## config.mk

```make
export PLATFORM = sky130hd
export DESIGN_NAME = sram_axi_bridge
export DESIGN_NICKNAME = d
export VERILOG_FILES = /design/src/rtl/sram_axi_bridge.sv
export SDC_FILE = /design/constraint.sdc
export NUM_CORES = 1
export LEC_CHECK = 0
export BUFFER_PORTS_ARGS = -buffer_cell sky130_fd_sc_hd__buf_4
export CELL_PAD_IN_SITES_DETAIL_PLACEMENT = 1
export CELL_PAD_IN_SITES_GLOBAL_PLACEMENT = 1
export CORE_AREA = 2 2 153 155
export CTS_CLUSTER_SIZE = 16
export DETAILED_ROUTE_END_ITERATION = 7
export DIE_AREA = 0 0 155 157
export PLACE_DENSITY_LB_ADDON = 0.1
export SYNTH_ARGS = -nofsm -noshare
export SYNTH_HDL_FRONTEND = slang
export SYNTH_SLANG_ARGS = --single-unit
```

## constraint.sdc

```tcl
create_clock -name clk -period 1.66 [get_ports clk]
set_clock_uncertainty 0.05 [all_clocks]
set_input_delay 0.415 -clock clk [delete_from_list [all_inputs] [get_ports clk]]
set_output_delay 0.415 -clock clk [all_outputs]
set_load 0.02 [all_outputs]
```

## src/rtl/sram_axi_bridge.sv

```systemverilog
// sram_axi_bridge: arbitrates the instruction and data sram-like ports onto a
// single AXI3 master, one single-beat transaction in flight at a time.
module sram_axi_bridge #(
    parameter logic [3:0] INST_ID = 4'd0,
    parameter logic [3:0] DATA_ID = 4'd1
) (
    input  logic        clk,
    input  logic        rst,

    input  logic        inst_req,
    input  logic        inst_wr,
    input  logic [1:0]  inst_size,
    input  logic [31:0] inst_addr,
    input  logic [31:0] inst_wdata,
    output logic [31:0] inst_rdata,
    output logic        inst_addr_ok,
    output logic        inst_data_ok,

    input  logic        data_req,
    input  logic        data_wr,
    input  logic [1:0]  data_size,
    input  logic [31:0] data_addr,
    input  logic [31:0] data_wdata,
    output logic [31:0] data_rdata,
    output logic        data_addr_ok,
    output logic        data_data_ok,

    output logic [3:0]  arid,
    output logic [31:0] araddr,
    output logic [3:0]  arlen,
    output logic [2:0]  arsize,
    output logic [1:0]  arburst,
    output logic        arvalid,
    input  logic        arready,

    input  logic [3:0]  rid,
    input  logic [31:0] rdata,
    input  logic [1:0]  rresp,
    input  logic        rlast,
    input  logic        rvalid,
    output logic        rready,

    output logic [3:0]  awid,
    output logic [31:0] awaddr,
    output logic [3:0]  awlen,
    output logic [2:0]  awsize,
    output logic [1:0]  awburst,
    output logic        awvalid,
    input  logic        awready,

    output logic [3:0]  wid,
    output logic [31:0] wdata,
    output logic [3:0]  wstrb,
    output logic        wlast,
    output logic        wvalid,
    input  logic        wready,

    input  logic [3:0]  bid,
    input  logic [1:0]  bresp,
    input  logic        bvalid,
    output logic        bready
);

    typedef enum logic [2:0] {
        IDLE = 3'd0,
        AR   = 3'd1,
        R    = 3'd2,
        AW   = 3'd3,
        B    = 3'd4
    } state_t;

    state_t      state;
    logic        own_data;
    logic [1:0]  lat_size;
    logic [31:0] lat_addr;
    logic [31:0] lat_wdata;

    logic        grant;
    logic        g_wr;
    logic [1:0]  g_size;
    logic [31:0] g_addr;
    logic [31:0] g_wdata;
    logic        ar_hs;
    logic        aw_hs;
    logic        w_hs;
    logic        wr_addr_done;
    logic        addr_ok;
    logic        data_ok;
    logic [1:0]  eff_size;
    logic [3:0]  cur_id;

    // Response sideband is irrelevant with a single outstanding transaction.
    logic        unused_resp;
    assign unused_resp = ^{rid, rresp, rlast, bid, bresp};

    // Fixed-priority request select: data port wins over instruction port.
    always_comb begin
        grant   = data_req | inst_req;
        g_wr    = data_req ? data_wr    : inst_wr;
        g_size  = data_req ? data_size  : inst_size;
        g_addr  = data_req ? data_addr  : inst_addr;
        g_wdata = data_req ? data_wdata : inst_wdata;
    end

    // Handshakes and the single-cycle acknowledges derived from them.
    always_comb begin
        ar_hs        = arvalid & arready;
        aw_hs        = awvalid & awready;
        w_hs         = wvalid & wready;
        wr_addr_done = (state == AW) && (awvalid || wvalid)
                       && (aw_hs || !awvalid) && (w_hs || !wvalid);
        addr_ok      = ar_hs | wr_addr_done;
        data_ok      = (rready & rvalid) | (bready & bvalid);
    end

    assign inst_addr_ok = addr_ok & ~own_data;
    assign data_addr_ok = addr_ok &  own_data;
    assign inst_data_ok = data_ok & ~own_data;
    assign data_data_ok = data_ok &  own_data;
    assign inst_rdata   = rdata;
    assign data_rdata   = rdata;

    // AXI payload taken straight from the latched request.
    always_comb begin
        eff_size = (lat_size == 2'b11) ? 2'b10 : lat_size;
        cur_id   = own_data ? DATA_ID : INST_ID;
        case (eff_size)
            2'd0:    wstrb = 4'b0001 << lat_addr[1:0];
            2'd1:    wstrb = lat_addr[1] ? 4'b1100 : 4'b0011;
            default: wstrb = 4'b1111;
        endcase
    end

    assign arid    = cur_id;
    assign araddr  = lat_addr;
    assign arlen   = 4'd0;
    assign arsize  = {1'b0, eff_size};
    assign arburst = 2'b01;
    assign awid    = cur_id;
    assign awaddr  = lat_addr;
    assign awlen   = 4'd0;
    assign awsize  = {1'b0, eff_size};
    assign awburst = 2'b01;
    assign wid     = cur_id;
    assign wdata   = lat_wdata;
    assign wlast   = 1'b1;

    // Transaction FSM with registered valid/ready and latched request.
    always_ff @(posedge clk) begin
        if (rst) begin
            state     <= IDLE;
            own_data  <= 1'b0;
            lat_size  <= 2'd0;
            lat_addr  <= 32'd0;
            lat_wdata <= 32'd0;
            arvalid   <= 1'b0;
            rready    <= 1'b0;
            awvalid   <= 1'b0;
            wvalid    <= 1'b0;
            bready    <= 1'b0;
        end else begin
            case (state)
                IDLE: begin
                    if (grant) begin
                        own_data  <= data_req;
                        lat_size  <= g_size;
                        lat_addr  <= g_addr;
                        lat_wdata <= g_wdata;
                        arvalid   <= ~g_wr;
                        awvalid   <= g_wr;
                        wvalid    <= g_wr;
                        state     <= g_wr ? AW : AR;
                    end
                end
                AR: begin
                    if (ar_hs) begin
                        arvalid <= 1'b0;
                        rready  <= 1'b1;
                        state   <= R;
                    end
                end
                R: begin
                    if (rvalid) begin
                        rready <= 1'b0;
                        state  <= IDLE;
                    end
                end
                AW: begin
                    if (aw_hs) awvalid <= 1'b0;
                    if (w_hs)  wvalid  <= 1'b0;
                    if (wr_addr_done) begin
                        bready <= 1'b1;
                        state  <= B;
                    end
                end
                B: begin
                    if (bvalid) begin
                        bready <= 1'b0;
                        state  <= IDLE;
                    end
                end
                default: state <= IDLE;
            endcase
        end
    end

endmodule

```

; Word-level counts from Yosys, hierarchy flattened
; Cells that the tools add are included.
[classes]
n_reduce_logical = 21
mul = 0
div = 0
mux = 29
n_addsub = 0
n_lt_le_gt_ge = 0
n_shift = 1
n_eq_ne = 13
bitwise_logic = 14
[ops]
columns = op, count
row1 = $mux W32, 2
row2 = $mux W3, 5
row3 = $pmux W3 S5, 1
row4 = $reduce_and A3 Y1, 5
row5 = $ne A2 B2 Y1 const B, 7
row6 = $mux W1, 11
row7 = $pmux W1 S2, 5
row8 = $and A1 B1 Y1, 9
row9 = $pmux W4 S2, 1
row10 = $reduce_bool A2 Y1, 4
row11 = $eq A3 B2 Y1 const B, 2
row12 = $mux W2, 3
row13 = $reduce_and A5 Y1, 1
row14 = $mux W4, 1
row15 = $shl A1 B2 Y4 const A, 1
row16 = $eq A3 B1 Y1 const B, 1
row17 = $eq A3 B3 Y1 const B, 1
row18 = $logic_and A1 B1 Y1, 3
row19 = $logic_not A3 Y1, 1
row20 = $logic_or A1 B1 Y1, 3
row21 = $or A1 B1 Y1, 3
row22 = $eq A2 B1 Y1 const B, 1
row23 = $eq A2 B2 Y1 const B, 1
row24 = $logic_not A1 Y1, 2
row25 = 3 further kinds, 4
[word_totals]
elab_cells = 88
rom_bits = 0
input_bits = 188
ram_bits = 0
latchBits = 0
ff_bits = 75
mem_count = 0
output_inout_bits = 204

; Logic depth before layout (Yosys ltp)
; Gate-level depths: netlist (run 1).
[depth]
ltp_word = 6
ltp_mapped = 7
ltp_nobuf = 3

; Worst setup path before layout (run 1)
; No wires, ideal clock.
[synth_timing]
kind = register to output
startpoint = register awvalid
endpoint = output inst_addr_ok
n_path_buf = 0
stages_incl_launch_ff = 4
arrival_ns = 1.412
setup_slack_ns = -0.217
required_time_ns = 1.195
cell_sequence = dfxtp_1 > mux2i_1 > or4b_4 > a21oi_2
[synth_via]
elab_chain_cells = 6
elab_cells_between_ends = 9
classes_between = 3 x bitwise / 6 x reduce/logical
[synth_lines]
columns = element, line
row1 = start: declaration, 48  ; output logic awvalid,
row2 = start signal: assignment, 170  ; awvalid <= g_wr;
row3 = $and A1 B1 Y1 (tied with other cells), 108  ; aw_hs = awvalid & awready;
row4 = $logic_or A1 B1 Y1 / $logic_and A1 B1 Y1 (equally long branches), "111, 110"
row5 = $logic_and A1 B1 Y1 (*) (2 in a row), 111  ; && (aw_hs || !awvalid) && (w_hs || !wvalid);
row6 = $or A1 B1 Y1 (*), 112  ; addr_ok = ar_hs | wr_addr_done;
row7 = $and A1 B1 Y1 (*), 116  ; assign inst_addr_ok = addr_ok & ~own_data;
row8 = end: declaration, 16  ; output logic inst_addr_ok,
; Mark *: on every way between the ends. The rest lies on a longest branch, timed or not.

; Worst setup path after layout (run 1)
[layout_timing]
startpoint = register state[2]
endpoint = output inst_addr_ok
[layout_via]
elab_chain_cells = 6
[layout_lines]
columns = element, line
row1 = start: declaration, 72  ; state_t state;
row2 = start signal: assignment, 172  ; state <= g_wr ? AW : AR;
row3 = $eq A3 B2 Y1, 110  ; wr_addr_done = (state == AW) && (awvalid || wvalid)
row4 = $logic_and A1 B1 Y1, 110
row5 = $logic_and A1 B1 Y1 (2 in a row), 111
row6 = $or A1 B1 Y1, 112
row7 = $and A1 B1 Y1, 116
; Every way passes these cells.

==> flow_metrics.tcl, run 1 <==
set metrics [dict create \
    seqCellArea_um2 1510 \
    violations "negative setup slack" \
    clkTransAtPathRegs_ps 60 \
    grtUsageTotal_pct 12.9 \
    final_area_um2 6600 \
    hold_buffers 0 \
    antenna_found_initial 1 \
    max-vdd-ir-drop_mv 0.394 \
    drc 0 \
    drive_gt1_share_pct 50.2 \
    final_cells 949 \
    cp_max_fo 3 \
    synth_mux_area_share_pct 14.9 \
    grt_pass1_wl_mm 24.3 \
    synth-xor-area-share_pct 0 \
    netlist_top_cells_count "128 x buf_4, 75 x dfxtp_1, 69 x a21oi_1, 68 x mux2i_1, 66 x a211oi_1" \
    fp.dieH_um 157 \
    coreArea_um2 22500 \
    synth_warnings 0 \
    synthFlopType "dfxtp_1" \
    slew_violations 0 \
    fin_crit_ps 2120 \
    cts_tree "done" \
    p_per_area_nw_per_um2 1230 \
    startpoint_type "register" \
    dpl.hpwl_mm 12.3 \
    htreeDepth 3 \
    nets 848 \
    setup_viol 2 \
    detail_route.vias_per_cell 4.37 \
    dieWidth_um 155 \
    port_buffers 258 \
    clock_latency_ps 340 \
    synth-seq-cells 75 \
    synth_top_area_cell "dfxtp_1" \
    cts.sinks 75 \
    nFillCells 2615 \
    p_leak_uw 0.00308 \
    fin_crit_sh_pct 128 \
    rows 55 \
    drt_iter0_drc 53 \
    cp.arrival_ps 1660 \
    setup_slack_ps -463 \
    critPathRequiredTime_ps 1190 \
    max_freq_ghz 0.471 \
    synth_edf_count 0 \
    multi_input_area_um2 2020 \
    place_inst 925 \
    firstDrtPassIters 4 \
    synth.top_cells.by_area "dfxtp_1 33%, buf_4 21%, mux2i_1 15%, a211oi_1 11%, a21oi_1 7.6%" \
    maxCapViolCount 0 \
    synth_compound_area_share_pct 22.0 \
    wl_mm 17.1 \
    grt_max_degree 49 \
    fin_tns_setup_ps -925 \
    synth_top_family_by_area "buffers and inverters" \
    cts_made_buffers 9 \
    clk_path_buf_depth 2 \
    rsz0062_at_grt "yes" \
    synth.distinct_cells 40 \
    hold_path_class "input port to register" \
    grt_pass1_vias 4200 \
    start_util_pct 20.2 \
    wl_per_cell_um 18.0 \
    critPathKind "register to output pin" \
    synth_area_um2 4550 \
    route.vias.total 4151 \
    num_antenna_cells 0 \
    ys_seq_area_share_pct 33.0 \
    synth_cells 498 \
    syn_area_per_cell_um2 9.14 \
    die-area_um2 24300 \
    gr-total-overflow 0 \
    outcome "complete, but fails checks" \
    yosysTopAreaCellShare_pct 33.0 \
    hold_viol 0 \
    synth-simple-area-share_pct 4.48 \
    synthAdderAreaFrac_pct 0 \
    ios 392 \
    worstSetupEndpointType "output pin" \
    synth_most_common_cell "buf_4" \
    antenna_left 0 \
    synthToLayoutAreaGrowth_pct 44.9 \
    clk_root_buffer_cell "clkbuf_16" \
    dpl-instance-area_um2 6120 \
    place.gp.congestion 0.714 \
    async_reset_ff_share_pct 0 \
]
through the flow:
step | worst slack, ps | total power (µW) | hold WS, ps | util [%]
finish | -463 | 8100 | 309 | 29.3
floorplan | -130 | 4830 | 464 | -
detailed placement | -258 | 6050 | 417 | 27.2
CTS | -490 | 7960 | 298 | 28.6
global route | -537 | 8570 | 310 | 29.3
global placement | -261 | 6000 | 405 | 27.2
critical path, cell delays in order (launching register included):
cell and delay [ps]:
dfxtp_2 310, and2b_2 210, or4b_4 520, a21oi_4 150, buf_6 130
cell usage in the layout, fill, tap and decap left out, types with 3 or more instances in the layout:
cell type	Yosys	routed
a211oi_1	66	65
a21oi_1	69	69
buf_12	0	11
buf_4	128	276
buf_6	2	3
clkbuf_16	0	13
clkinv_2	0	3
conb_1	2	24
dfxtp_1	75	67
dfxtp_2	0	7
inv_1	4	4
mux2i_1	68	68
nand2_1	4	4
nand2b_1	3	3
nor2_1	3	3
o21bai_1	4	4
metal layers:
layer | up-vias | share of wire, % | track usage [%]
li1 | 1962 | - | -
met1 | 1992 | 40 | 14.4
met2 | 167 | 52 | 23.3
met3 | 28 | 6.8 | 3.80
met4 | 2 | 1.5 | 4.54
met5 | - | 0.047 | 0
layout make-up:
type	instances	area share [%]
flip-flops and latches	75	23.0
well taps	285	5.41
clock inverters	5	0.455
multi-input cells	276	30.6
repair buffers	294	36.8
inverters	4	0.228
clock buffers	10	3.62
flip-flops by register name, summed over array words and instances (netlist names):
| register | cells |
|---|---|
| wvalid | 1 |
| own_data | 1 |
| wdata | 32 |
| state | 3 |
| arvalid | 1 |
| lat_size | 2 |
| bready | 1 |
| araddr | 32 |
| rready | 1 |
| awvalid | 1 |
repair_timing:
item,4_1_cts,5_1_grt
pin swaps,3,4
gates resized for setup,10,6
buffers inserted,2,3
setup endpoints to repair,10,72
gates cloned,0,5
logic make-up after synthesis:
group           after synthesis
flops                        75
simple gates                 29
mux                          68
buf+inv                     169
compound gates              155
other cells                   2
final timing paths:
path,from,endpoint,slack (ps),cells after the start
worst min-delay path,rst,state[2],310,2
worst min register to register,rready,rready,430,2
worst max-delay path,state[2],inst_addr_ok,-460,4
worst max register to register,state[1],araddr[24],40,6
power breakdown:
| group | internal [µW] | total, µW | switching (µW) |
|---|---|---|---|
| clock network | 1040 | 1830 | 789 |
| logic | 1760 | 3800 | 2040 |
| registers | 2180 | 2470 | 293 |
| total | 4970 | 8100 | 3130 |
No activity file was read; power rests on OpenSTA's default activity.
==> run 2: changes to the inputs <==
==> config.mk (replaced) <==
export PLATFORM = sky130hd
export DESIGN_NAME = sram_axi_bridge
export DESIGN_NICKNAME = d
export VERILOG_FILES = /design/src/rtl/sram_axi_bridge.sv
export SDC_FILE = /design/constraint.sdc
export NUM_CORES = 1
export LEC_CHECK = 0
export BUFFER_PORTS_ARGS = -buffer_cell sky130_fd_sc_hd__clkbuf_2
export CELL_PAD_IN_SITES_DETAIL_PLACEMENT = 1
export CELL_PAD_IN_SITES_GLOBAL_PLACEMENT = 1
export CORE_MARGIN = 5
export CORE_UTILIZATION = 23
export CTS_CLUSTER_SIZE = 16
export DETAILED_ROUTE_END_ITERATION = 7
export PLACE_DENSITY_LB_ADDON = 0.1
export SYNTH_ARGS = -nofsm -noshare
export SYNTH_HDL_FRONTEND = slang
export SYNTH_SLANG_ARGS = --single-unit
==> run 2 against run 1 <==
The run still ends with negative setup slack left. Non-clock buffer count is 6 lower. First-iteration DRC count increased by 53%. Sequential share of layout area is 2.8 points higher. Sequential power is essentially flat.
==> flow_metrics.tcl, run 2 (synthesis gave the netlist of run 1 again) <==
set metrics [dict create \
    outcome "complete, but fails checks" \
    violations "negative setup slack" \
    p_leak_uw 0.00289 \
    wl_per_cell_um 17.3 \
    drt_iter0_drc 81 \
    max-vdd-ir-drop_mv 0.492 \
    fp.dieH_um 151 \
    dpl.hpwl_mm 12.4 \
    antenna_found_initial 0 \
    clk_root_buffer_cell "clkbuf_16" \
    grt_pass1_wl_mm 23.8 \
    path_depth 4 \
    p_per_area_nw_per_um2 1360 \
    cts_made_buffers 9 \
    hold_buffers 0 \
    clkTransAtPathRegs_ps 60 \
    worstRegToRegCells 5 \
    max_stage_delay_ps 580 \
    rows 51 \
    drc 0 \
    layout_commonest_cell "clkbuf_2" \
    hold_depth 3 \
    wl_met2_mm 8.30 \
    startpoint_type "register" \
    clock_latency_ps 340 \
    dieWidth_um 151 \
    grt_pass1_vias 4263 \
    final_cell_mix "253 x clkbuf_2, 69 x a21oi_1, 68 x mux2i_1, 66 x a211oi_1, 66 x dfxtp_1" \
    critPathKind "register to output pin" \
    num_antenna_cells 0 \
    place.gp.congestion 0.699 \
    die-area_um2 22700 \
    met3_length_mm 1.37 \
    fin_crit_sh_pct 129 \
    setup_viol 2 \
    cp_max_fo 3 \
    start_util_pct 23.4 \
    hold_path_class "input port to register" \
    htreeDepth 3 \
    hold_viol 0 \
    max_freq_ghz 0.467 \
    crit_chain "nor2b_4, or4b_4, a21boi_4, clkbuf_8" \
    setup_slack_ps -483 \
    antenna_left 0 \
    critPathRequiredTime_ps 1190 \
    cp.arrival_ps 1680 \
    grt_max_degree 48 \
    dr.max_layer_used "met4" \
    grtUsageTotal_pct 13.4 \
    gr-total-overflow 0 \
    fin_tns_setup_ps -963 \
    cts.sinks 75 \
    path_buf_inv 1 \
    synthToLayoutAreaGrowth_pct 29.9 \
    detail_route.vias_per_cell 4.40 \
    clk_path_buf_depth 2 \
    nets 842 \
    met1_length_mm 6.11 \
    cts_tree "done" \
    slew_violations 0 \
    rsz0062_at_grt "yes" \
    coreArea_um2 19500 \
    firstDrtPassIters 4 \
    utilization_pct 30.4 \
    maxCapViolCount 0 \
    cp_top_family "simple AND/OR/NAND/NOR gates" \
    slowest_stage "or4b_4" \
    fin_crit_ps 2140 \
    drive_gt1_share_pct 49.8 \
    wl_mm 16.0 \
    ios 392 \
    worstSetupEndpointType "output pin" \
    port_buffers 258 \
    route.vias.total 4069 \
]
==> run 2: cell types whose count changed in the layout (fill, tap and decap cells not counted), moves of 2 or more <==
cell        previous run  this run
clkbuf_16             13         9
clkbuf_2               0       253
clkinv_2               3         0
clkbuf_8               1         4
buf_4                276        23
buf_6                  3         1
clkinvlp_4             2         0
dfxtp_4                1         3
buf_12                11         9
bufinv_16              0         4
==> run 2: area by class of cell <==
cell class | count | area, µm²
inverter | 4 | 15.0
tap | 265 | 332
timing repair buffer | 288 | 1660
multi-input combinational | 276 | 2010
sequential | 75 | 1520
clock inverter | 4 | 120
clock buffer | 12 | 256
fill | 2344 | 13500
==> run 2: what timing repair did <==
item	in CTS	in global routing
endpoints found under the setup margin	10	56
pin swaps	2	2
gates resized for setup	13	10
setup buffers	1	2
==> run 2: power breakdown <==
group	switching [µW]	internal [µW]	total [µW]	leakage, µW
clock network	771	1700	2480	0.000183
registers	276	2180	2460	0.000626
logic	1950	1180	3130	0.00209
total	3000	5070	8070	0.00289
==> run 2: path summary, 6_finish.rpt <==
path	from	end	slack, ps
setup / recovery	awvalid	data_addr_ok	-480
hold / removal	wready	wvalid	330
setup reg to reg	state[2]	wdata[28]	80
hold reg to reg	rready	rready	430
==> run 2: through the flow <==
step | instances | instance area (µm²) | hold WS (ps) | total power (µW) | worst slack [ps]
6_report | 924 | 5910 | 329 | 8070 | -483
5_1_grt | 924 | 5910 | 345 | 8530 | -543
4_1_cts | 922 | 5880 | 311 | 8160 | -513
3_5_place_dp | 905 | 5450 | 418 | 5620 | -321
3_3_place_gp | 905 | 5450 | 406 | 5550 | -325
2_1_floorplan | 520 | 4660 | 464 | 4830 | -130
==> run 2: tightest hold or removal path, delay by kind of cell <==
kind            cells  cell delay [ps]
compound gates      1              100
simple gates        1               70
buf+inv             1               90
==> run 2: routing by layer <==
layer	up-vias	track usage (%)
met3	19	4.09
li1	1951	-
met4	0	4.08
met1	1928	14.6
met2	171	24.8
met5	-	0
==> run 3: changes to the inputs <==
--- a/config.mk
+++ b/config.mk
@@ -8,6 +8,7 @@
 export BUFFER_PORTS_ARGS = -buffer_cell sky130_fd_sc_hd__clkbuf_2
 export CELL_PAD_IN_SITES_DETAIL_PLACEMENT = 1
 export CELL_PAD_IN_SITES_GLOBAL_PLACEMENT = 1
+export CORE_ASPECT_RATIO = 0.8
 export CORE_MARGIN = 5
 export CORE_UTILIZATION = 23
 export CTS_CLUSTER_SIZE = 16
==> run 3 against run 2 <==
Sequential share of layout area decreased by 0.086 points. Routed wire length increased by 3.2%. Via count decreased by 0.52%. The flow still finishes with violations (negative setup slack). Clock power decreased by 13%. Critical path depth unchanged. First-iteration DRC count increased by 40%. Total power decreased by 1.7%. Core utilization decreased by 0.20 points.
==> flow_metrics.tcl, run 3 (synthesis gave the netlist of run 1 again) <==
set metrics [dict create \
    slowest_stage "or4b_4" \
    grt_max_degree 38 \
    drt_iter0_drc 113 \
    startpoint_type "register" \
    fin_crit_ps 2150 \
    grt_pass1_vias 4324 \
    coreArea_um2 19600 \
    dpl.hpwl_mm 12.3 \
    critPathKind "register to output pin" \
    antenna_left 0 \
    htreeDepth 3 \
    drc 0 \
    cts.sinks 75 \
    start_util_pct 23.2 \
    antenna_found_initial 0 \
    grtUsageTotal_pct 13.5 \
    place.gp.congestion 0.762 \
    clock_latency_ps 330 \
    hold_viol 0 \
    clkTransAtPathRegs_ps 60 \
    utilization_pct 30.2 \
    clk_root_buffer_cell "clkbuf_16" \
    synthToLayoutAreaGrowth_pct 30.1 \
    firstDrtPassIters 5 \
    outcome "complete, but fails checks" \
    place_inst 902 \
    setup_viol 2 \
    cts_tree "done" \
    dieWidth_um 167 \
    worstSetupEndpointType "output pin" \
    grt_pass1_wl_mm 24.4 \
    cts_made_buffers 9 \
    cp_max_fo 3 \
    violations "negative setup slack" \
    max_stage_delay_ps 520 \
    cp.arrival_ps 1690 \
    hold_path_class "input port to register" \
    route.vias.total 4048 \
    rows 46 \
    wl_per_cell_um 17.8 \
    maxCapViolCount 0 \
    port_buffers 258 \
    fp.dieH_um 136 \
    wl_mm 16.5 \
    final_cells 925 \
    drive_gt1_share_pct 49.8 \
    final_area_um2 5920 \
    setup_slack_ps -490 \
    dpl-instance-area_um2 5420 \
    layout_commonest_cell "clkbuf_2" \
    gr-total-overflow 0 \
    p_leak_uw 0.00290 \
    detail_route.vias_per_cell 4.38 \
    critPathRequiredTime_ps 1190 \
    nets 844 \
    path_buf_inv 1 \
    max-vdd-ir-drop_mv 0.488 \
    final_cell_mix "251 x clkbuf_2, 69 x a21oi_1, 68 x mux2i_1, 66 x dfxtp_1, 65 x a211oi_1" \
    hold_buffers 0 \
    p_per_area_nw_per_um2 1340 \
    slew_violations 0 \
    crit_chain "and2b_2, or4b_4, a21boi_4, buf_8" \
    cp_top_family "simple AND/OR/NAND/NOR gates" \
    hold_ws_ps 344 \
    die-area_um2 22700 \
    fin_crit_sh_pct 130 \
    r2r_slack_ps 30 \
    num_antenna_cells 0 \
    max_freq_ghz 0.465 \
    rsz0062_at_grt "yes" \
    clk_path_buf_depth 2 \
    ios 392 \
]
-- run 3: metrics by stage --
| step | total power (µW) | setup slack, ps | TNS, ps |
|---|---|---|---|
| after detailed placement | 5610 | -288 | -552 |
| final | 7930 | -490 | -950 |
| after global placement | 5580 | -292 | -560 |
| after floorplan | 4830 | -130 | -234 |
| after global routing | 8410 | -566 | -1520 |
| after CTS | 7830 | -509 | -1020 |
-- run 3: layout make-up --
class                           instances  area, µm²
Timing Repair Buffer                  290       1730
Tap cell                              264        330
Multi-Input combinational cell        276       2010
Sequential cell                        75       1520
Inverter                                4       15.0
Clock inverter                          4       73.8
Fill cell                            2367      13700
Clock buffer                           12        246
-- run 3: worst paths after layout --
kind                        from           end  cells past startpoint
setup / recovery        state[2]  data_addr_ok                      4
hold / removal    inst_wdata[16]     wdata[16]                      3
setup reg to reg        state[1]        wvalid                      6
hold reg to reg           rready        rready                      2
-- run 3: what timing repair did --
item,in CTS,in global routing
buffers inserted,0,4
endpoints found under the setup margin,12,17
gates resized for setup,10,15
cloned,0,3
pin swaps,1,5
-- run 3: power breakdown --
part / switching, µW / total, µW / internal [µW] / leakage, µW
Combinational: 2010 / 3320 / 1310 / 0.00212
Clock: 786 / 2150 / 1360 / 0.000157
Sequential: 286 / 2470 / 2180 / 0.000626
Total: 3090 / 7930 / 4850 / 0.00290
-- run 3: layer usage --
metal / up-vias / global-route usage [%] / share of wire, %
li1: 1954 / - / -
met1: 1867 / 17.4 / 45
met2: 211 / 21.7 / 46
met3: 16 / 4.94 / 8.5
met4: 0 / 3.24 / 0.92
met5: - / 0 / 0
-- run 3: worst reg2reg max path, stage by stage, from the launching register on --
cell       delay, ps
dfxtp_2          320
buf_4            160
or3_4            430
nor2_4           110
buf_4            160
clkbuf_16        200
o211a_1          150
